File: src/rtl/present_pkg.sv
// present_pkg: shared constants, FSM state type and PRESENT-80 helper functions.
// Used by the decryption core, its interface and its inverse S-box layer.
package present_pkg;

    localparam int KEY_W   = 80;
    localparam int BLOCK_W = 64;

    typedef enum logic [1:0] {IDLE, KEYGEN, DECRYPT, DONE} present_state_t;

    localparam logic [3:0] SBOX [16] = '{
        4'hC, 4'h5, 4'h6, 4'hB, 4'h9, 4'h0, 4'hA, 4'hD,
        4'h3, 4'hE, 4'hF, 4'h8, 4'h4, 4'h7, 4'h1, 4'h2
    };

    localparam logic [3:0] INV_SBOX [16] = '{
        4'h5, 4'hE, 4'hF, 4'h8, 4'hC, 4'h1, 4'h2, 4'hD,
        4'hB, 4'h4, 4'h6, 4'h3, 4'h0, 4'h7, 4'h9, 4'hA
    };

    // Forward permutation sends bit i to 16*i mod 63, so the inverse gathers from there.
    function automatic logic [BLOCK_W-1:0] p_layer_inv(input logic [BLOCK_W-1:0] s);
        logic [BLOCK_W-1:0] o;
        for (int i = 0; i < BLOCK_W - 1; i++) o[i] = s[(16 * i) % 63];
        o[BLOCK_W-1] = s[BLOCK_W-1];
        return o;
    endfunction

    function automatic logic [KEY_W-1:0] key_rot_fwd(input logic [KEY_W-1:0] k, input logic [4:0] rc);
        logic [KEY_W-1:0] t;
        t = {k[18:0], k[79:19]};
        t[79:76] = SBOX[t[79:76]];
        t[19:15] = t[19:15] ^ rc;
        return t;
    endfunction

    function automatic logic [KEY_W-1:0] key_rot_inv(input logic [KEY_W-1:0] k, input logic [4:0] rc);
        logic [KEY_W-1:0] t;
        t = k;
        t[19:15] = t[19:15] ^ rc;
        t[79:76] = INV_SBOX[t[79:76]];
        return {t[60:0], t[79:61]};
    endfunction

endpackage

File: src/rtl/present_decrypt_core_if.sv
// present_decrypt_core_if: ciphertext/key input and plaintext output handshakes.
interface present_decrypt_core_if;

    logic                          in_valid;
    logic                          in_ready;
    logic [present_pkg::BLOCK_W-1:0] data_in;
    logic [present_pkg::KEY_W-1:0]   key;
    logic                          out_valid;
    logic                          out_ready;
    logic [present_pkg::BLOCK_W-1:0] data_out;

    modport master (output in_valid, data_in, key, out_ready, input in_ready, out_valid, data_out);
    modport slave  (input in_valid, data_in, key, out_ready, output in_ready, out_valid, data_out);

endinterface

File: src/rtl/present_decrypt_core_inv_substitution.sv
// inv_substitution: 16 parallel 4-bit PRESENT inverse S-boxes over a 64-bit block.
module inv_substitution
    import present_pkg::*;
(
    input  logic [BLOCK_W-1:0] data_i,
    output logic [BLOCK_W-1:0] data_o
);

    for (genvar i = 0; i < BLOCK_W / 4; i++) begin : g_sbox
        assign data_o[4*i +: 4] = INV_SBOX[data_i[4*i +: 4]];
    end

endmodule

File: src/rtl/present_decrypt_core.sv
// present_decrypt_core: iterative PRESENT-80 decryption (forward key expansion, then inverse rounds).
// Optional last-round-key cache enabled by defining PRESENT_KEY_CACHE_EN.
module present_decrypt_core
    import present_pkg::*;
#(
    parameter int ROUNDS = 31
) (
    input  logic                        clk_i,
    input  logic                        rst_i,
    present_decrypt_core_if.slave       bus_io
);

    localparam int CW = $clog2(ROUNDS + 1);

    present_state_t     fsm_q;
    logic [CW-1:0]      cnt_q;
    logic [BLOCK_W-1:0] blk_q, blk_d, perm_d, data_q;
    logic [KEY_W-1:0]   key_q, key_fwd_d, key_bwd_d;
    logic               in_ready_q, out_valid_q;
    logic [4:0]         rc_d;
`ifdef PRESENT_KEY_CACHE_EN
    logic [KEY_W-1:0]   tag_q, lastkey_q;
    logic               cache_vld_q;
`endif

    assign rc_d      = 5'(cnt_q);
    assign key_fwd_d = key_rot_fwd(key_q, rc_d);
    assign key_bwd_d = key_rot_inv(key_q, rc_d);
    assign perm_d    = p_layer_inv(blk_q ^ key_q[79:16]);

    inv_substitution u_inv_sub (.data_i(perm_d), .data_o(blk_d));

    assign bus_io.in_ready  = in_ready_q;
    assign bus_io.out_valid = out_valid_q;
    assign bus_io.data_out  = data_q;

    always_ff @(posedge clk_i) begin
        if (rst_i) begin
            fsm_q       <= IDLE;
            cnt_q       <= '0;
            blk_q       <= '0;
            key_q       <= '0;
            data_q      <= '0;
            in_ready_q  <= 1'b1;
            out_valid_q <= 1'b0;
`ifdef PRESENT_KEY_CACHE_EN
            cache_vld_q <= 1'b0;
`endif
        end else begin
            case (fsm_q)
                IDLE: if (bus_io.in_valid && in_ready_q) begin
                    blk_q      <= bus_io.data_in;
                    in_ready_q <= 1'b0;
`ifdef PRESENT_KEY_CACHE_EN
                    if (cache_vld_q && bus_io.key == tag_q) begin
                        key_q <= lastkey_q;
                        cnt_q <= CW'(ROUNDS);
                        fsm_q <= DECRYPT;
                    end else begin
                        tag_q       <= bus_io.key;
                        cache_vld_q <= 1'b0;
                        key_q       <= bus_io.key;
                        cnt_q       <= CW'(1);
                        fsm_q       <= KEYGEN;
                    end
`else
                    key_q <= bus_io.key;
                    cnt_q <= CW'(1);
                    fsm_q <= KEYGEN;
`endif
                end
                KEYGEN: begin
                    key_q <= key_fwd_d;
                    cnt_q <= (cnt_q == CW'(ROUNDS)) ? cnt_q : cnt_q + CW'(1);
                    if (cnt_q == CW'(ROUNDS)) begin
                        fsm_q <= DECRYPT;
`ifdef PRESENT_KEY_CACHE_EN
                        lastkey_q   <= key_fwd_d;
                        cache_vld_q <= 1'b1;
`endif
                    end
                end
                DECRYPT: begin
                    blk_q <= blk_d;
                    key_q <= key_bwd_d;
                    cnt_q <= cnt_q - CW'(1);
                    // Last inverse round also applies the whitening key K_1.
                    if (cnt_q == CW'(1)) begin
                        data_q      <= blk_d ^ key_bwd_d[79:16];
                        out_valid_q <= 1'b1;
                        fsm_q       <= DONE;
                    end
                end
                DONE: if (bus_io.out_ready) begin
                    out_valid_q <= 1'b0;
                    in_ready_q  <= 1'b1;
                    fsm_q       <= IDLE;
                end
                default: fsm_q <= IDLE;
            endcase
        end
    end

endmodule
File: src/flat_wrapper.sv
// flat-port wrapper written by rule: the top's interface ports become plain ports
module present_decrypt_core_flat import present_pkg::*;
#(
    parameter int ROUNDS = 31
)
  (clk_i, rst_i, bus_io_in_valid, bus_io_data_in, bus_io_key, bus_io_out_ready, bus_io_in_ready, bus_io_out_valid, bus_io_data_out);
  present_decrypt_core_if bus_io_i ();
  input  logic clk_i;
  input  logic rst_i;
  input wire logic [$bits(bus_io_i.in_valid)-1:0] bus_io_in_valid;
  input wire logic [$bits(bus_io_i.data_in)-1:0] bus_io_data_in;
  input wire logic [$bits(bus_io_i.key)-1:0] bus_io_key;
  input wire logic [$bits(bus_io_i.out_ready)-1:0] bus_io_out_ready;
  output wire logic [$bits(bus_io_i.in_ready)-1:0] bus_io_in_ready;
  output wire logic [$bits(bus_io_i.out_valid)-1:0] bus_io_out_valid;
  output wire logic [$bits(bus_io_i.data_out)-1:0] bus_io_data_out;
  assign bus_io_i.in_valid = bus_io_in_valid;
  assign bus_io_i.data_in = bus_io_data_in;
  assign bus_io_i.key = bus_io_key;
  assign bus_io_i.out_ready = bus_io_out_ready;
  assign bus_io_in_ready = bus_io_i.in_ready;
  assign bus_io_out_valid = bus_io_i.out_valid;
  assign bus_io_data_out = bus_io_i.data_out;
  present_decrypt_core #(.ROUNDS(ROUNDS)) u_core (.clk_i(clk_i), .rst_i(rst_i), .bus_io(bus_io_i));
endmodule
File: config.mk
export PLATFORM = sky130hd
export DESIGN_NAME = present_decrypt_core_flat
export DESIGN_NICKNAME = d
export VERILOG_FILES = /design/src/rtl/present_pkg.sv /design/src/rtl/present_decrypt_core_if.sv /design/src/rtl/present_decrypt_core_inv_substitution.sv /design/src/rtl/present_decrypt_core.sv /design/src/flat_wrapper.sv
export SDC_FILE = /design/constraint.sdc
export NUM_CORES = 1
export LEC_CHECK = 0
export CAP_MARGIN = 20
export CORE_MARGIN = 2
export CORE_UTILIZATION = 50
export CTS_CLUSTER_DIAMETER = 100
export DETAILED_ROUTE_END_ITERATION = 10
export PLACE_DENSITY_LB_ADDON = 0.05
export SLEW_MARGIN = 20
export SYNTH_ARGS = -nofsm -noshare
export SYNTH_HDL_FRONTEND = slang
export SYNTH_SLANG_ARGS = --single-unit
File: constraint.sdc
create_clock -name clk_i -period 2 [get_ports clk_i]
set_input_delay 0.5 -clock clk_i [delete_from_list [all_inputs] [get_ports clk_i]]
set_output_delay 0.5 -clock clk_i [all_outputs]
set_load 0.02 [all_outputs]
== Word level (Yosys, flattened, before mapping) ==
Memories as Yosys holds them, arrays and structs flattened.
Index checks and enable logic that the tools add are counted.
Storage, ports and cells
  latch bits: 0
  RAM bits: 0
  bits in registers: 217
  logic and storage cells: 144
  output and inout port bits: 66
  memory bits (read-only): 1152
  memories: 18
  bits of input ports: 148
Operators by class
  equality and inequality tests: 10
  order comparisons: 18
  reduce and logical (&&, ||, !) cells: 13
  bitwise gates (word level): 22
  add/subtract/negate cells: 2
  $mul: 0
  multiplexer cells: 54
  shift-type cells: 0
  divide/modulo/power cells: 0
Memories
  (no name shown): words 16, width 4, rd ports 1, clocked after memory_dff 0, write ports 0, line present_pkg.sv:40  | t[79:76] = INV_SBOX[t[79:76]];
  (no name shown): words 16, width 4, rd ports 1, clocked after memory_dff 0, write ports 0, line present_pkg.sv:31  | t[79:76] = SBOX[t[79:76]];
  (no name shown): words 16, width 4, rd ports 1, clocked after memory_dff 0, write ports 0, line present_decrypt_core_inv_substitution.sv:10  | assign data_o[4*i +: 4] = INV_SBOX[data_i[4*i +: 4]];
  (no name shown): words 16, width 4, rd ports 1, clocked after memory_dff 0, write ports 0, line present_decrypt_core_inv_substitution.sv:10
  (no name shown): words 16, width 4, rd ports 1, clocked after memory_dff 0, write ports 0, line present_decrypt_core_inv_substitution.sv:10
  (no name shown): words 16, width 4, rd ports 1, clocked after memory_dff 0, write ports 0, line present_decrypt_core_inv_substitution.sv:10
  +12 memories
Operator list (number)
  80-bit one-hot mux with 3 select lines: 1
  4-bit two-way mux: 36
  64-bit one-hot mux with 2 select lines: 1
  64-bit bitwise XOR: 2
  5-bit >= comparator (second input constant): 18
  4-bit NOT with 5-bit output: 18
  80-bit two-way mux: 1
  64-bit two-way mux: 1
  5-bit one-hot mux with 3 select lines: 1
  5-bit two-way mux: 2
  5-bit bitwise XOR: 2
  3-bit AND reduction: 3
  2-bit two-way mux: 4
  2-bit one-hot mux with 4 select lines: 1
  2-bit by 1-bit inequality test with 1-bit output (second input constant): 3
  2-bit AND reduction: 3
  2-bit nonzero test: 3
  5-bit by 1-bit adder with 5-bit output (second input constant): 1
  5-bit by 1-bit equality test with 1-bit output (second input constant): 1
  5-bit equality test (second input constant): 1
  5-bit by 1-bit subtractor with 5-bit output (second input constant): 1
  2-bit equality test (second input constant): 2
  1-bit two-way mux: 4
  2-bit inequality test (second input constant): 2
  6 further kinds: 7

== Logic depth before layout (Yosys ltp) ==
Gate-level depths: netlist (run 1).
  word-level depth: 6
  depth in mapped cells: 10
  gate-level depth less buffers: 8

== Cells and area by module ==
Synthesis (run 1) repeated with hierarchy kept, for this count alone.
Unflattened totals
  cell total of the unflattened synthesis: 1645
  area total of the unflattened synthesis: 14425.1 µm²
Modules (own cells, without submodules)
  present_decrypt_core: seq. area each 4344.2 µm², cells each 1256, area each 11280.8 µm², instances 1
  inv_substitution: seq. area each 0.0 µm², cells each 389, area each 3144.3 µm², instances 1

== Worst setup path after synthesis (run 1) ==
Ideal clock, no wire load.
  kind: register to register
  from: reg u_core.key_q[37]
  to: reg u_core.blk_q[21]
  setup slack: -198 ps
  data required time: 1872 ps
  period minus slack after synthesis: 2198 ps
  arrival time: 2071 ps
  stages on the path, launching flop included: 9
  cell sequence: dfxtp_1 -> clkbuf_2 -> xnor2_1 -> inv_1 -> ha_1 -> mux4_1 -> nor2_1 -> a2bb2oi_1 -> nor2_1
Between the ends
  cells in the longest elaborated chain, start to end: 6
Ends and longest elaborated chain
  start: declaration: line present_decrypt_core.sv:18  | logic [KEY_W-1:0] key_q, key_fwd_d, key_bwd_d;
  start signal: assignment: line present_decrypt_core.sv:67  | key_q <= bus_io.key;
  start signal: assignment: line present_decrypt_core.sv:73  | key_q <= key_fwd_d;
  start signal: assignment: line present_decrypt_core.sv:85  | key_q <= key_bwd_d;
  64-bit bitwise XOR: line present_decrypt_core.sv:29  | assign perm_d = p_layer_inv(blk_q ^ key_q[79:16]);
  4-bit NOT with 5-bit output (implied by the code): line present_decrypt_core_inv_substitution.sv:10
  memory 16 x 4 bit
  4-bit two-way mux (implied by the code) (2 in a row): line present_decrypt_core_inv_substitution.sv:10
  64-bit one-hot mux with 2 select lines: line present_decrypt_core.sv:50  | case (fsm_q)
  end signal: assignment: line present_decrypt_core.sv:52  | blk_q <= bus_io.data_in;
  end signal: assignment: line present_decrypt_core.sv:84  | blk_q <= blk_d;
  end: declaration: line present_decrypt_core.sv:17  | logic [BLOCK_W-1:0] blk_q, blk_d, perm_d, data_q;
No other way between the ends. The select of a mux whose other input is x is not followed.
A chain may end at the register's enable or synchronous reset.

== Final worst setup path (run 1) ==
  from: reg u_core.key_q[28]
  to: reg u_core.data_q[49] (netlist: u_core.bus_io.data_out[49])
Between the ends
  cells in the longest elaborated chain, start to end: 6
Ends and longest elaborated chain
  64-bit bitwise XOR: line present_decrypt_core.sv:29
  4-bit NOT with 5-bit output (implied by the code): line present_decrypt_core_inv_substitution.sv:10
  memory 16 x 4 bit
  4-bit two-way mux (implied by the code) (2 in a row): line present_decrypt_core_inv_substitution.sv:10
  64-bit bitwise XOR: line present_decrypt_core.sv:89  | data_q <= blk_d ^ key_bwd_d[79:16];
  end signal: assignment: line present_decrypt_core.sv:89
  end: declaration: line present_decrypt_core.sv:17
No other way between the ends. The select of a mux whose other input is x is not followed.

==> results of run 1 <==
-- kinds of logic (layout without fill, tap and decap cells) --
kind of cell    Yosys count  count (layout)  synth area share, %
fa+ha+maj               132             132                10.79
other cells               0               1                    0
compound gates          505             505                21.66
mux                      92              92                9.210
flops                   217             217                28.38
xor+xnor                158             158                9.725
buf+inv                 242             657                6.939
simple gates            494             494                13.31
-- layout make-up --
type,instances,area share (%)
Multi-Input combinational cell,1381,50.59
Timing Repair Buffer,515,21.73
Sequential cell,217,19.66
Clock buffer,38,3.527
Tap cell,396,2.166
Inverter,94,1.630
Clock inverter,10,0.6836
Antenna cell,1,0.01094
-- state kept, by name, summed over array words and instances (netlist names) --
signal,cells
u_core.key_q,80
u_core.blk_q,64
u_core.bus_io.data_out,64
u_core.cnt_q,5
u_core.fsm_q,2
u_core.bus_io.in_ready,1
u_core.bus_io.out_valid,1
-- per-stage QoR --
step,instances,utilization [%],TNS [ns]
CTS,2644,71.47,-0.2409
global route,2651,75.38,-2.027
global placement,2577,65.63,-18.63
floorplan,1840,-,-0.04837
finish,2652,75.39,-0.4638
detailed placement,2577,65.63,-20.43
-- cells in the final DEF (no fill, tap or decap), drive strengths merged, types with 8 or more instances in the layout --
cell type / count
buf: 302
nor2: 246
dfxtp: 217
a21oi: 167
nand2: 157
clkdlybuf4s50: 152
a211oi: 132
ha: 132
xnor2: 95
inv: 92
a22oi: 73
xor2: 63
o21ai: 59
mux2i: 41
clkbuf: 39
nor3: 38
mux4: 35
dlygate4sd2: 30
dlymetal6s2s: 30
o211ai: 26
and3: 19
mux2: 16
nand3: 11
a2bb2oi: 10
nand2b: 8
o221ai: 8
-- worst max-delay path, delay by kind of cell (launching register included) --
family / cells / cell delay (ns)
fa+ha+maj: 1 / 0.23
flops: 1 / 0.34
mux: 1 / 0.57
compound gates: 1 / 0.12
buf+inv: 2 / 0.29
simple gates: 1 / 0.09
xor+xnor: 2 / 0.37
-- routing by layer --
layer,share of wire [%],routed length (um)
met5,0,0
met4,5.4,3487
met3,9.3,6016
met2,46,29390
met1,40,25640
-- worst paths after layout --
| kind | start | slack, ns | cells after the start | to |
|---|---|---|---|---|
| setup / recovery | u_core.key_q[28] | -0.09 | 8 | u_core.bus_io.data_out[49] |
| hold / removal | rst_i | 0.27 | 2 | u_core.blk_q[48] |
| setup reg to reg | u_core.key_q[28] | -0.09 | 8 | u_core.bus_io.data_out[49] |
| hold reg to reg | u_core.bus_io.data_out[15] | 0.45 | 2 | u_core.bus_io.data_out[15] |
-- timing repair --
item / 4_1_cts / 5_1_grt
cloned: 0 / 1
hold buffers: 0 / 0
endpoints found under the setup margin: 159 / 176
pin swaps: 50 / 102
buffers inserted: 24 / 11
hold endpoints to repair: 0 / 0
resized for setup: 207 / 264
==> flow_metrics.py, run 1 <==
metrics = {
    "worst_setup_path": {
        "path_cells": "xor2_1, buf_4, buf_6, ha_4, mux4_2, xor2_2, nand2_1, a21oi_2",
        "critPathMaxStageDelay_ns": 0.57,
        "critical_path_required_ns": 2.48,
        "crit_arrival_ns": 2.56,
        "worst_setup_path_end_kind": "flip-flop",
        "worstSetupPathType": "reg -> reg",
        "crit_slowest_cell": "mux4_2",
        "startpoint_type": "flip-flop",
        "crit_path_max_fanout": 4,
    },
    "clock_tree": {
        "cts_tree": "built",
        "clkLatencyLatePin_ns": 0.55,
        "clock-sinks": 217,
        "cts_max_level": 1,
        "clock-root-buffer": "clkbuf_16",
        "clockBufferDepth": 3,
        "numCtsBuffers": 27,
        "clk_pin_slew_ns": 0.06,
    },
    "logic_synthesis": {
        "synth_seq_cells": 217,
        "yosysTopAreaCell": "dfxtp_1",
        "synth.avg_cell_area_sq_um": 8.320,
        "yosys-top-cells-area": "dfxtp_1 (28%), ha_1 (11%), a211oi_1 (6.3%)",
        "synthCells": 1840,
        "netlist_top_cells_count": "nor2_1 (246), dfxtp_1 (217), a21oi_1 (167)",
        "async_flop_share_pct": 0,
        "synthFlopType": "dfxtp_1",
        "ys_types": 58,
        "yosysSeqAreaShare_pct": 28.38,
        "synth.cell_area_sq_um": 15310,
        "syn-num-nets": 2120,
        "synth_top_area_share_pct": 28.38,
        "yosys_warnings": 0,
        "synth_edf_count": 0,
        "synth_most_common_cell": "nor2_1",
    },
    "global_routing": {
        "grt_start_max_net_pins": 78,
        "use_met1_pct": 50.43,
        "top_usage_layer": "met2",
        "gr-usage-met3_pct": 6.722,
        "use_met2_pct": 62.47,
        "antenna_found_initial": 1,
        "gr-total-overflow": 0,
        "grt_use_total_pct": 38.50,
        "grt_first_pass_wirelength_mm": 92.30,
        "grt_pass1_vias": 15319,
    },
    "layout": {
        "multiInputGateArea_sq_um": 11570,
        "fill_cells": 2162,
        "area_growth_pct": 49.44,
        "seq_area_sq_um": 4498,
        "drive_gt1_share_pct": 32.24,
        "final_cell_area_sq_um": 22880,
        "nNetsFinal": 2516,
    },
    "hold_path": {
        "hp-class": "in -> reg",
    },
    "run_status": {
        "failed_checks": "negative setup slack",
        "status": "complete, but fails checks",
    },
    "sta": {
        "finalSetupViolCount": 11,
        "rsz0062_at_grt": "yes",
        "hold_viol_final": 0,
        "tightest_slew_ns": 0.7216,
        "max_freq_mhz": 479.2,
        "drv_slew": 0,
        "slew-limit-headroom_pct": 51.55,
        "fin_skew_ns": 0.01788,
        "hold_ws_ns": 0.2748,
        "finalCriticalPeriod_ns": 2.087,
        "fin_crit_sh_pct": 104.3,
        "setup_slack_ns": -0.08693,
    },
    "die": {
        "fp.dieW_um": 179.0,
        "core_area_sq_um": 30350,
        "start_util_pct": 50.45,
        "die_y_um": 179.0,
        "io_pins": 214,
        "fp-row-count": 64,
        "die_area_sq_um": 32040,
    },
    "place": {
        "place_hpwl_mm": 47.08,
        "placed_area_sq_um": 19920,
        "place_ws_ns": -0.4129,
        "io_buffers": 213,
        "gp_congestion": 0.9959,
    },
    "drt": {
        "drt_iter0_markers": 1818,
        "route.detailed.drc": 0,
        "vias": 16186,
        "dr.pass1.iters": 6,
        "wl_mm": 64.53,
        "avgRoutedWirePerCell_um": 24.33,
        "post_drt_via_cell_ratio": 6.103,
        "drtAntennaViolNets": 0,
    },
    "flow_run": {
        "drv_cap": 0,
    },
}
Power of run 1 is not shown: default switching activity piles up to over one toggle a cycle in this logic, so the estimate is an artifact.
==> run 2, diff against run 1 <==
--- a/config.mk
+++ b/config.mk
@@ -7,7 +7,7 @@
 export LEC_CHECK = 0
 export CAP_MARGIN = 20
 export CORE_MARGIN = 2
-export CORE_UTILIZATION = 50
+export CORE_UTILIZATION = 35
 export CTS_CLUSTER_DIAMETER = 100
 export DETAILED_ROUTE_END_ITERATION = 10
 export PLACE_DENSITY_LB_ADDON = 0.05
==> flow_metrics.py, run 2 (same netlist as run 1, synthesis figures left out) <==
metrics = {
    "worst_setup_path": {
        "worstSetupPathType": "reg -> reg",
        "r2r-end": "u_core.bus_io.data_out[43]",
        "rrSetupSlack_ns": -0.12,
        "startpoint_type": "flip-flop",
        "critical_path_required_ns": 2.49,
        "reg2reg_from": "u_core.blk_q[10]",
        "crit_arrival_ns": 2.61,
        "worst_setup_path_end_kind": "flip-flop",
        "rr_worst_depth": 9,
        "crit_path_max_fanout": 5,
    },
    "die": {
        "die_area_sq_um": 45430,
        "fp.dieW_um": 213.1,
        "core_area_sq_um": 43170,
        "die_y_um": 213.1,
        "start_util_pct": 35.46,
        "fp-row-count": 76,
        "io_pins": 214,
    },
    "sta": {
        "hold_ws_ns": 0.2446,
        "rsz0062_at_grt": "yes",
        "hold_viol_final": 0,
        "slew-limit-headroom_pct": 45.67,
        "finalCriticalPeriod_ns": 2.119,
        "tightest_slew_ns": 0.8064,
        "setup_slack_ns": -0.1194,
        "drv_slew": 0,
        "fin_crit_sh_pct": 106.0,
        "finalSetupViolCount": 24,
        "max_freq_mhz": 471.8,
        "fin_skew_ns": 0.04418,
    },
    "hold_path": {
        "holdPathStages": 2,
        "hp-class": "in -> reg",
        "hp-start": "rst_i",
        "min_to": "u_core.bus_io.data_out[45]",
    },
    "clock_tree": {
        "cts_max_level": 1,
        "clk_pin_slew_ns": 0.06,
        "clock-sinks": 217,
        "clkLatencyLatePin_ns": 0.60,
        "cts_tree": "built",
        "numCtsBuffers": 28,
        "hold_buffers": 0,
        "clock-root-buffer": "clkbuf_16",
        "clockBufferDepth": 3,
    },
    "layout": {
        "area_growth_pct": 54.63,
        "layout_commonest_cell": "buf_4",
        "top_register": "u_core.key_q",
        "mostFrequentLayoutCells": "buf_4 (250), nor2_1 (231), dfxtp_1 (160)",
        "multiInputGateArea_sq_um": 12010,
        "stdcell_count": 2874,
        "drive_gt1_share_pct": 35.16,
        "largest_reg_flops": 80,
        "seq_area_sq_um": 4498,
        "fill_cells": 4025,
        "utilization_pct": 54.84,
        "nNetsFinal": 2548,
    },
    "run_status": {
        "failed_checks": "negative setup slack",
        "status": "complete, but fails checks",
    },
    "global_routing": {
        "grt_start_max_net_pins": 70,
        "gr-total-overflow": 0,
        "grt_first_pass_wirelength_mm": 100.8,
        "antenna_found_initial": 0,
        "grt_pass1_vias": 15394,
        "grt_use_total_pct": 30.40,
    },
    "drt": {
        "vias": 15478,
        "drt_iter0_markers": 1002,
        "dr.pass1.iters": 5,
        "route.detailed.drc": 0,
        "post_drt_via_cell_ratio": 5.386,
        "wl_mm": 70.72,
        "avgRoutedWirePerCell_um": 24.61,
        "drtAntennaViolNets": 0,
    },
    "place": {
        "place_hpwl_mm": 53.84,
        "gp_congestion": 0.9198,
        "place_ws_ns": -0.6233,
        "io_buffers": 213,
        "dp_cells": 2798,
    },
    "flow_run": {
        "drv_cap": 0,
    },
}
run 2: per-stage QoR:
stage / setup TNS (ns) / instance area (sq um)
2_1_floorplan: -0.04837 / 15520
3_3_place_gp: -20.34 / 20470
3_5_place_dp: -21.21 / 20470
4_1_cts: -0.8804 / 22240
5_1_grt: -3.855 / 23670
6_report: -1.203 / 23670
run 2: routing by layer:
layer | share of wire (%) | global-route usage (%) | up-vias | wire (um)
met5 | 0 | 0 | - | 0
met4 | 3.9 | 12.28 | 0 | 2769
met3 | 4.9 | 3.956 | 113 | 3455
met2 | 47 | 49.60 | 443 | 33210
met1 | 44 | 40.64 | 7637 | 31280
li1 | - | - | 7285 | -
run 2: timing repair:
action	CTS	global route
pin swaps	72	140
buffers inserted	19	21
gates resized for setup	283	280
setup endpoints to repair	172	166
run 2: worst max-delay path by stage:
stage	from	end	slack [ns]	depth (start not counted)
4_1_cts	u_core.blk_q[25]	u_core.bus_io.data_out[37]	-0.11	9
3_3_place_gp	bus_io_in_valid	u_core.key_q[18]	-0.65	8
5_1_grt	u_core.blk_q[10]	u_core.blk_q[43]	-0.21	10
3_5_place_dp	bus_io_in_valid	u_core.key_q[32]	-0.62	7
2_1_floorplan	u_core.key_q[37]	u_core.blk_q[21]	-0.05	8
6_report	u_core.blk_q[10]	u_core.bus_io.data_out[43]	-0.12	9
run 2: worst max-delay path: stages, from the launching register on:
cell	delay, ns
dfxtp_4	0.36
xor2_4	0.19
buf_12	0.14
clkinvlp_4	0.11
ha_2	0.19
inv_1	0.04
mux4_2	0.54
xnor2_2	0.26
nand2_1	0.08
a21oi_1	0.12
run 2: layout make-up:
class                           instances  share of cell area (%)
Multi-Input combinational cell       1381                   50.72
Timing Repair Buffer                  546                   21.80
Sequential cell                       217                   19.00
Clock buffer                           38                   3.372
Tap cell                              585                   3.092
Inverter                               94                   1.612
Clock inverter                         11                  0.3858
Antenna cell                            2                 0.02114
Power of run 2 is left out for the same reason.
